<file path="config.mk">
export PLATFORM = sky130hd
export DESIGN_NAME = gcn_aggregation_engine_flat
export DESIGN_NICKNAME = d
export VERILOG_FILES = /design/src/rtl/gcn_aggregation_engine_if.sv /design/src/rtl/gcn_aggregation_engine.sv /design/src/flat_wrapper.sv
export SDC_FILE = /design/constraint.sdc
export NUM_CORES = 1
export LEC_CHECK = 0
export CORE_UTILIZATION = 50
export DETAILED_ROUTE_END_ITERATION = 12
export PLACE_DENSITY = 0.81
export SYNTH_ARGS = -nofsm -noshare
export SYNTH_HDL_FRONTEND = slang
export SYNTH_SLANG_ARGS = --single-unit
export TNS_END_PERCENT = 5
</file>
<file path="constraint.sdc">
create_clock -name clk -period 3.4 [get_ports clk]
set_input_delay 0.68 -clock clk [delete_from_list [all_inputs] [get_ports clk]]
set_output_delay 0.68 -clock clk [all_outputs]
set_load 0.02 [all_outputs]
</file>
<file path="src/rtl/gcn_aggregation_engine_if.sv">
// Bus between the aggregation engine and its surroundings: run control, the
// COO edge memory port, the FM*WM row port and the aggregated result.
interface gcn_aggregation_engine_if #(
    parameter int FEATURE_ROWS = 6,
    parameter int WEIGHT_COLS  = 3,
    parameter int NUM_EDGES    = 6,
    parameter int DATA_WIDTH   = 16,
    parameter int NODE_WIDTH   = (FEATURE_ROWS > 1) ? $clog2(FEATURE_ROWS) : 1,
    parameter int EDGE_WIDTH   = (NUM_EDGES > 1) ? $clog2(NUM_EDGES) : 1
);
    logic                                          start;
    logic [EDGE_WIDTH-1:0]                         coo_address;
    logic                                          coo_read_en;
    logic [NODE_WIDTH-1:0]                         coo_src;
    logic [NODE_WIDTH-1:0]                         coo_dst;
    logic [NODE_WIDTH-1:0]                         fm_wm_row_addr;
    logic                                          fm_wm_read_en;
    logic [WEIGHT_COLS*DATA_WIDTH-1:0]             fm_wm_row_data;
    logic [FEATURE_ROWS*WEIGHT_COLS*DATA_WIDTH-1:0] agg_matrix;
    logic                                          edge_error;
    logic                                          done;

    // Engine side: issues memory reads and presents the result.
    modport master (
        input  start, coo_src, coo_dst, fm_wm_row_data,
        output coo_address, coo_read_en, fm_wm_row_addr, fm_wm_read_en,
        output agg_matrix, edge_error, done
    );

    // Environment side: memories, upstream start and downstream consumer.
    modport slave (
        output start, coo_src, coo_dst, fm_wm_row_data,
        input  coo_address, coo_read_en, fm_wm_row_addr, fm_wm_read_en,
        input  agg_matrix, edge_error, done
    );
endinterface

</file>
<file path="src/rtl/gcn_aggregation_engine.sv">
// GCN aggregation stage: walks a COO edge list of an undirected graph and
// accumulates AGG = A * (FM*WM), one edge every four cycles.
//
// state      | meaning
// IDLE       | waiting for start
// CLEAR      | zero AGG, edge counter and error flag
// FETCH_EDGE | read edge memory at edge_cnt
// LATCH_EDGE | capture endpoints, read FM*WM row of src
// ADD_DST    | AGG[dst] += row(src), read FM*WM row of dst
// ADD_SRC    | AGG[src] += row(dst) unless self-loop, advance
// DONE       | result stable, held until reset
module gcn_aggregation_engine #(
    parameter int FEATURE_ROWS = 6,
    parameter int WEIGHT_COLS  = 3,
    parameter int NUM_EDGES    = 6,
    parameter int DATA_WIDTH   = 16,
    parameter int NODE_WIDTH   = (FEATURE_ROWS > 1) ? $clog2(FEATURE_ROWS) : 1,
    parameter int EDGE_WIDTH   = (NUM_EDGES > 1) ? $clog2(NUM_EDGES) : 1
) (
    input  logic                      clk,
    input  logic                      reset,
    gcn_aggregation_engine_if.master  bus
);
    typedef enum logic [2:0] {
        IDLE, CLEAR, FETCH_EDGE, LATCH_EDGE, ADD_DST, ADD_SRC, DONE
    } state_t;

    localparam logic [EDGE_WIDTH-1:0] LAST_EDGE = EDGE_WIDTH'(NUM_EDGES - 1);
    // One extra bit so the range check also works when FEATURE_ROWS is a power of two.
    localparam logic [NODE_WIDTH:0]   ROWS_EXT  = (NODE_WIDTH + 1)'(FEATURE_ROWS);

    state_t                 state, state_nxt;
    logic [EDGE_WIDTH-1:0]  edge_cnt;
    logic [NODE_WIDTH-1:0]  src_q, dst_q;
    logic                   bad_q;
    logic                   edge_error_q;
    logic [EDGE_WIDTH-1:0]  coo_addr, coo_addr_q;
    logic [NODE_WIDTH-1:0]  fm_addr, fm_addr_q;
    logic                   coo_rd, fm_rd;
    logic                   edge_oor;
    logic [DATA_WIDTH-1:0]  agg [FEATURE_ROWS][WEIGHT_COLS];
    logic [FEATURE_ROWS*WEIGHT_COLS*DATA_WIDTH-1:0] agg_flat;

    assign edge_oor = ({1'b0, bus.coo_src} >= ROWS_EXT) || ({1'b0, bus.coo_dst} >= ROWS_EXT);

    // State register.
    always_ff @(posedge clk) begin
        if (reset) state <= IDLE;
        else       state <= state_nxt;
    end

    // Next-state and memory strobes; addresses hold when not being driven.
    always_comb begin
        state_nxt = state;
        coo_rd    = 1'b0;
        fm_rd     = 1'b0;
        coo_addr  = coo_addr_q;
        fm_addr   = fm_addr_q;
        case (state)
            IDLE:       if (bus.start) state_nxt = CLEAR;
            CLEAR:      state_nxt = FETCH_EDGE;
            FETCH_EDGE: begin
                coo_rd    = 1'b1;
                coo_addr  = edge_cnt;
                state_nxt = LATCH_EDGE;
            end
            LATCH_EDGE: begin
                fm_rd     = 1'b1;
                fm_addr   = bus.coo_src;
                state_nxt = ADD_DST;
            end
            ADD_DST: begin
                fm_rd     = 1'b1;
                fm_addr   = dst_q;
                state_nxt = ADD_SRC;
            end
            ADD_SRC:    state_nxt = (edge_cnt == LAST_EDGE) ? DONE : FETCH_EDGE;
            DONE:       state_nxt = DONE;
            default:    state_nxt = IDLE;
        endcase
    end

    // Edge bookkeeping and accumulation of the fetched rows into AGG.
    always_ff @(posedge clk) begin
        if (reset) begin
            edge_cnt     <= '0;
            src_q        <= '0;
            dst_q        <= '0;
            bad_q        <= 1'b0;
            edge_error_q <= 1'b0;
            coo_addr_q   <= '0;
            fm_addr_q    <= '0;
            for (int r = 0; r < FEATURE_ROWS; r++)
                for (int c = 0; c < WEIGHT_COLS; c++)
                    agg[r][c] <= '0;
        end else begin
            coo_addr_q <= coo_addr;
            fm_addr_q  <= fm_addr;
            case (state)
                CLEAR: begin
                    edge_cnt     <= '0;
                    edge_error_q <= 1'b0;
                    for (int r = 0; r < FEATURE_ROWS; r++)
                        for (int c = 0; c < WEIGHT_COLS; c++)
                            agg[r][c] <= '0;
                end
                LATCH_EDGE: begin
                    src_q <= bus.coo_src;
                    dst_q <= bus.coo_dst;
                    bad_q <= edge_oor;
                    if (edge_oor) edge_error_q <= 1'b1;
                end
                ADD_DST: begin
                    if (!bad_q)
                        for (int r = 0; r < FEATURE_ROWS; r++)
                            if (NODE_WIDTH'(r) == dst_q)
                                for (int c = 0; c < WEIGHT_COLS; c++)
                                    agg[r][c] <= agg[r][c] + bus.fm_wm_row_data[c*DATA_WIDTH +: DATA_WIDTH];
                end
                ADD_SRC: begin
                    if (!bad_q && (src_q != dst_q))
                        for (int r = 0; r < FEATURE_ROWS; r++)
                            if (NODE_WIDTH'(r) == src_q)
                                for (int c = 0; c < WEIGHT_COLS; c++)
                                    agg[r][c] <= agg[r][c] + bus.fm_wm_row_data[c*DATA_WIDTH +: DATA_WIDTH];
                    if (edge_cnt != LAST_EDGE) edge_cnt <= edge_cnt + EDGE_WIDTH'(1);
                end
                default: ;
            endcase
        end
    end

    // Flatten AGG onto the output bus, row-major with column 0 in the LSBs.
    always_comb begin
        agg_flat = '0;
        for (int r = 0; r < FEATURE_ROWS; r++)
            for (int c = 0; c < WEIGHT_COLS; c++)
                agg_flat[(r*WEIGHT_COLS + c)*DATA_WIDTH +: DATA_WIDTH] = agg[r][c];
    end

    assign bus.coo_address    = coo_addr;
    assign bus.coo_read_en    = coo_rd;
    assign bus.fm_wm_row_addr = fm_addr;
    assign bus.fm_wm_read_en  = fm_rd;
    assign bus.agg_matrix     = agg_flat;
    assign bus.edge_error     = edge_error_q;
    assign bus.done           = (state == DONE);
endmodule

</file>
<file path="src/flat_wrapper.sv">
// flat-port wrapper written by rule: the top's interface ports become plain ports
module gcn_aggregation_engine_flat 
#(
    parameter int FEATURE_ROWS = 6,
    parameter int WEIGHT_COLS  = 3,
    parameter int NUM_EDGES    = 6,
    parameter int DATA_WIDTH   = 16,
    parameter int NODE_WIDTH   = (FEATURE_ROWS > 1) ? $clog2(FEATURE_ROWS) : 1,
    parameter int EDGE_WIDTH   = (NUM_EDGES > 1) ? $clog2(NUM_EDGES) : 1
)
  (clk, reset, bus_start, bus_coo_src, bus_coo_dst, bus_fm_wm_row_data, bus_coo_address, bus_coo_read_en, bus_fm_wm_row_addr, bus_fm_wm_read_en, bus_agg_matrix, bus_edge_error, bus_done);
  gcn_aggregation_engine_if #(.FEATURE_ROWS(FEATURE_ROWS), .WEIGHT_COLS(WEIGHT_COLS), .NUM_EDGES(NUM_EDGES), .DATA_WIDTH(DATA_WIDTH), .NODE_WIDTH(NODE_WIDTH), .EDGE_WIDTH(EDGE_WIDTH)) bus_i ();
  input  logic clk;
  input  logic reset;
  input wire logic [$bits(bus_i.start)-1:0] bus_start;
  input wire logic [$bits(bus_i.coo_src)-1:0] bus_coo_src;
  input wire logic [$bits(bus_i.coo_dst)-1:0] bus_coo_dst;
  input wire logic [$bits(bus_i.fm_wm_row_data)-1:0] bus_fm_wm_row_data;
  output wire logic [$bits(bus_i.coo_address)-1:0] bus_coo_address;
  output wire logic [$bits(bus_i.coo_read_en)-1:0] bus_coo_read_en;
  output wire logic [$bits(bus_i.fm_wm_row_addr)-1:0] bus_fm_wm_row_addr;
  output wire logic [$bits(bus_i.fm_wm_read_en)-1:0] bus_fm_wm_read_en;
  output wire logic [$bits(bus_i.agg_matrix)-1:0] bus_agg_matrix;
  output wire logic [$bits(bus_i.edge_error)-1:0] bus_edge_error;
  output wire logic [$bits(bus_i.done)-1:0] bus_done;
  assign bus_i.start = bus_start;
  assign bus_i.coo_src = bus_coo_src;
  assign bus_i.coo_dst = bus_coo_dst;
  assign bus_i.fm_wm_row_data = bus_fm_wm_row_data;
  assign bus_coo_address = bus_i.coo_address;
  assign bus_coo_read_en = bus_i.coo_read_en;
  assign bus_fm_wm_row_addr = bus_i.fm_wm_row_addr;
  assign bus_fm_wm_read_en = bus_i.fm_wm_read_en;
  assign bus_agg_matrix = bus_i.agg_matrix;
  assign bus_edge_error = bus_i.edge_error;
  assign bus_done = bus_i.done;
  gcn_aggregation_engine #(.FEATURE_ROWS(FEATURE_ROWS), .WEIGHT_COLS(WEIGHT_COLS), .NUM_EDGES(NUM_EDGES), .DATA_WIDTH(DATA_WIDTH), .NODE_WIDTH(NODE_WIDTH), .EDGE_WIDTH(EDGE_WIDTH)) u_core (.clk(clk), .reset(reset), .bus(bus_i));
endmodule
</file>
==> run summary <==
Final core occ -> 66.3%
Die area -> 45600 sq um
R2R cell count -> 10
CP max stage delay -> 0.49 ns
Synthesized area -> 22400 sq um
Row count -> 77
DRT iter0 DRCs -> 1352
Total number of vias -> 19500
Status -> completed
Pwr per Cell Area -> 703 nW/um^2
GPL Wtd Cong -> 0.946
Critical Path End Type -> register
Leakage -> 12.7 nW
CTS buffer count -> 39
Clock Path Buffers -> 3
Initial antenna violation count -> 0
Synth cell types -> 79
Tcrit/Tclk final -> 97.0%
Core Area -> 44200 sq um
Total power -> 20.6 mW
Via/cell ratio -> 5.78
Ant. Diodes -> 0
Layout overhead on the synthesized area -> 31.0%
Share of the synthesized area in the top cell type -> 38.7%
Data required time at the worst endpoint -> 3.67 ns
Global-route usage over all layers -> 28.8%
Sequential element share of the synthesized area -> 40.4%
Largest net degree at the start of global routing -> 49
# DRC -> 0
Clock latency on the worst-skew pair -> 0.55 ns
Kind of critical path -> in -> reg
Worst ir drop on vdd -> 478 uV
Worst path most repeated cell -> a21o_1
HPWL after DPL -> 50.1 mm
Worst path cell trace -> clkdlybuf4s50_1, ha_1, fa_1, a21o_1, a21o_1, a2111oi_4, nor3_1, o311ai_1, o21ai_0, xnor2_1, nor2_1
Final hold slack -> 0.504 ns
Clock Pin Slew Worst Setup and Hold Paths -> 0.05 ns
Worst r2r src -> u_core.agg[2][0]
Global route overflow -> 0
Starting density of the core -> 50.6%
Crit. Startpoint -> bus_fm_wm_row_data[32]
Final net count -> 3099
Worst-path maximum fanout -> 4
Placed cell count -> 3299
Cells after synthesis -> 2199
Max Cap Viol -> 0
Post-Syn Nets -> 2550
Final Hold Vio Count -> 0
Worst Slack Setup Final -> 0.101 ns
DP Area -> 28000 sq um
Startpoint Class -> input pin
Yosys reg bits -> 308
Layout Skew -> 0.0189 ns
R2r setup slk -> 0.28 ns
Avg WL per Cell -> 19.8 um
Die width -> 214 um
First-pass GRT wire length -> 102 mm
Root buf cell -> clkbuf_16
1st-pass router iterations -> 6
Critical Path Sink -> u_core.agg[2][14]
I/O pins -> 355
Max Slew Vio Count -> 0
Final std cells w/o fill -> 3368
Post-synth top flop -> edfxtp_1
Asr flop ratio synth -> 0%
Yosys top cell by area -> edfxtp_1
Slew at the pin with the worst max-slew slack -> 1.21 ns
Worst min path class -> reg -> reg
Crit path time final -> 3.30 ns
Post-synth EDFFs -> 288
Reg2reg end -> u_core.agg[2][14]
Htree depth -> 2
Dpl ws -> -0.441 ns
Critical-path top delay cell -> clkdlybuf4s50_1
CTS tree -> built
Drt total wl -> 66.8 mm
Chip height -> 214 um
Share of cells above drive strength 1 -> 10.7%
Post-Syn Area per Cell -> 10.2 sq um
Most area-consuming cells after synthesis -> edfxtp_1 39%, ha_1 15%, nor2_1 5.9%, xor2_1 4.6%, xnor2_1 4.6%
Unrepaired setup endpoints after global routing -> false
Final instance area -> 29300 sq um
Final setup violation count -> 0
CTS sink cnt -> 308
Vias in the first global route -> 19200
Peak Freq -> 303 MHz
Setup Fix Bufs, Post-CTS -> 0
Total Neg Setup Slack -> 0 ns
Yosys warnings -> 0
Detail Route Antenna Nets -> 0
Slew HR -> 19.2%
I/O Buffers -> 354
CP arrival -> 3.57 ns
-- timing repair --
item                       in CTS  in global routing
setup endpoints to repair       0                 13
resized for setup               0                  7
hold buffers                    0                  0
-- layout by cell type (no fill, tap or decap), types with 8 or more instances in the layout --
cell,count
clkdlybuf4s50_1,353
nor2_1,351
edfxtp_1,288
ha_1,276
buf_4,192
a21oi_1,146
xor2_1,118
xnor2_1,117
a21o_1,113
o21ai_0,98
nand2_1,87
nor3_1,59
inv_1,52
nor2b_1,48
a211oi_1,43
clkbuf_16,42
o21a_1,41
nand3_1,31
nand2b_1,26
o21bai_1,22
dfxtp_1,19
a31oi_1,18
fa_1,18
and3_1,15
nand4_1,11
o31ai_1,11
nor3b_1,9
clkinv_1,9
or2_2,8
-- where the power goes --
part           total [mW]  switching, mW  internal (mW)  leakage (nW)
Sequential           5.99          0.699           5.29          3.23
Combinational        10.5           5.74           4.79          8.89
Clock                4.07           1.70           2.37         0.605
-- worst max-delay path, delay by kind of cell --
family / cells / cell delay (ns)
AO/OA/AOI/OAI: 5 / 1.39
XOR/XNOR: 1 / 0.17
adder cells (fa/ha/maj): 2 / 0.65
buffers and inverters: 1 / 0.49
AND/OR/NAND/NOR: 2 / 0.19
-- cells in the mapped netlist, drive strengths merged, types with 22 or more instances --
cell type / n
nor2: 351
edfxtp: 288
ha: 276
a21oi: 149
xor2: 118
xnor2: 117
a21o: 114
o21ai: 99
nand2: 91
nor3: 59
inv: 52
nor2b: 48
a211oi: 43
o21a: 41
nand3: 31
buf: 28
nand2b: 28
o21bai: 22
-- kinds of logic after synthesis --
kind of cell	Yosys count	share of synthesized area, %
adders and majority gates	294	17.0
AOI/OAI and AO/OA	580	17.6
DFF	308	40.4
xor gates and xnor gates	235	9.20
muxes	5	0.235
buffers and inverters	96	1.77
and+or+nand+nor	681	13.8
-- layer usage --
layer	track usage, %	vias to the layer above	wire length [um]
met3	6.41	141	5270
met4	11.3	0	2390
li1	-	9223	-
met1	36.3	9339	27600
met5	0	-	0
met2	47.8	775	31500
-- area by class of cell --
cell class,count,area [sq um]
clock inverters,18,110
well taps,592,741
multi-input cells,1795,13000
clock buffers,51,1110
inverters,52,195
fillers,3381,14900
repair buffers,552,5110
flip-flops and latches,308,9050
-- how the worst min path moves through the flow --
| stage | from | to | slack, ns | cells after the start |
|---|---|---|---|---|
| 6_report | u_core.src_q[0] | u_core.src_q[0] | 0.50 | 2 |
| 5_1_grt | u_core.src_q[0] | u_core.src_q[0] | 0.53 | 2 |
| 4_1_cts | u_core.src_q[0] | u_core.src_q[0] | 0.50 | 2 |
| 3_5_place_dp | u_core.src_q[0] | u_core.src_q[0] | 0.49 | 2 |
| 3_3_place_gp | u_core.src_q[0] | u_core.src_q[0] | 0.48 | 2 |
| 2_1_floorplan | u_core.src_q[0] | u_core.src_q[0] | 0.47 | 2 |
-- flip-flops by register name, summed over array words and instances (netlist names) --
signal and cells:
u_core.agg 288, u_core.bad_q 1, u_core.bus.edge_error 1, u_core.coo_addr_q 3, u_core.dst_q 3, u_core.edge_cnt 3, u_core.fm_addr_q 3, u_core.src_q 3
u_core.state 3
Note: power is estimated with default switching activity, not from simulation.
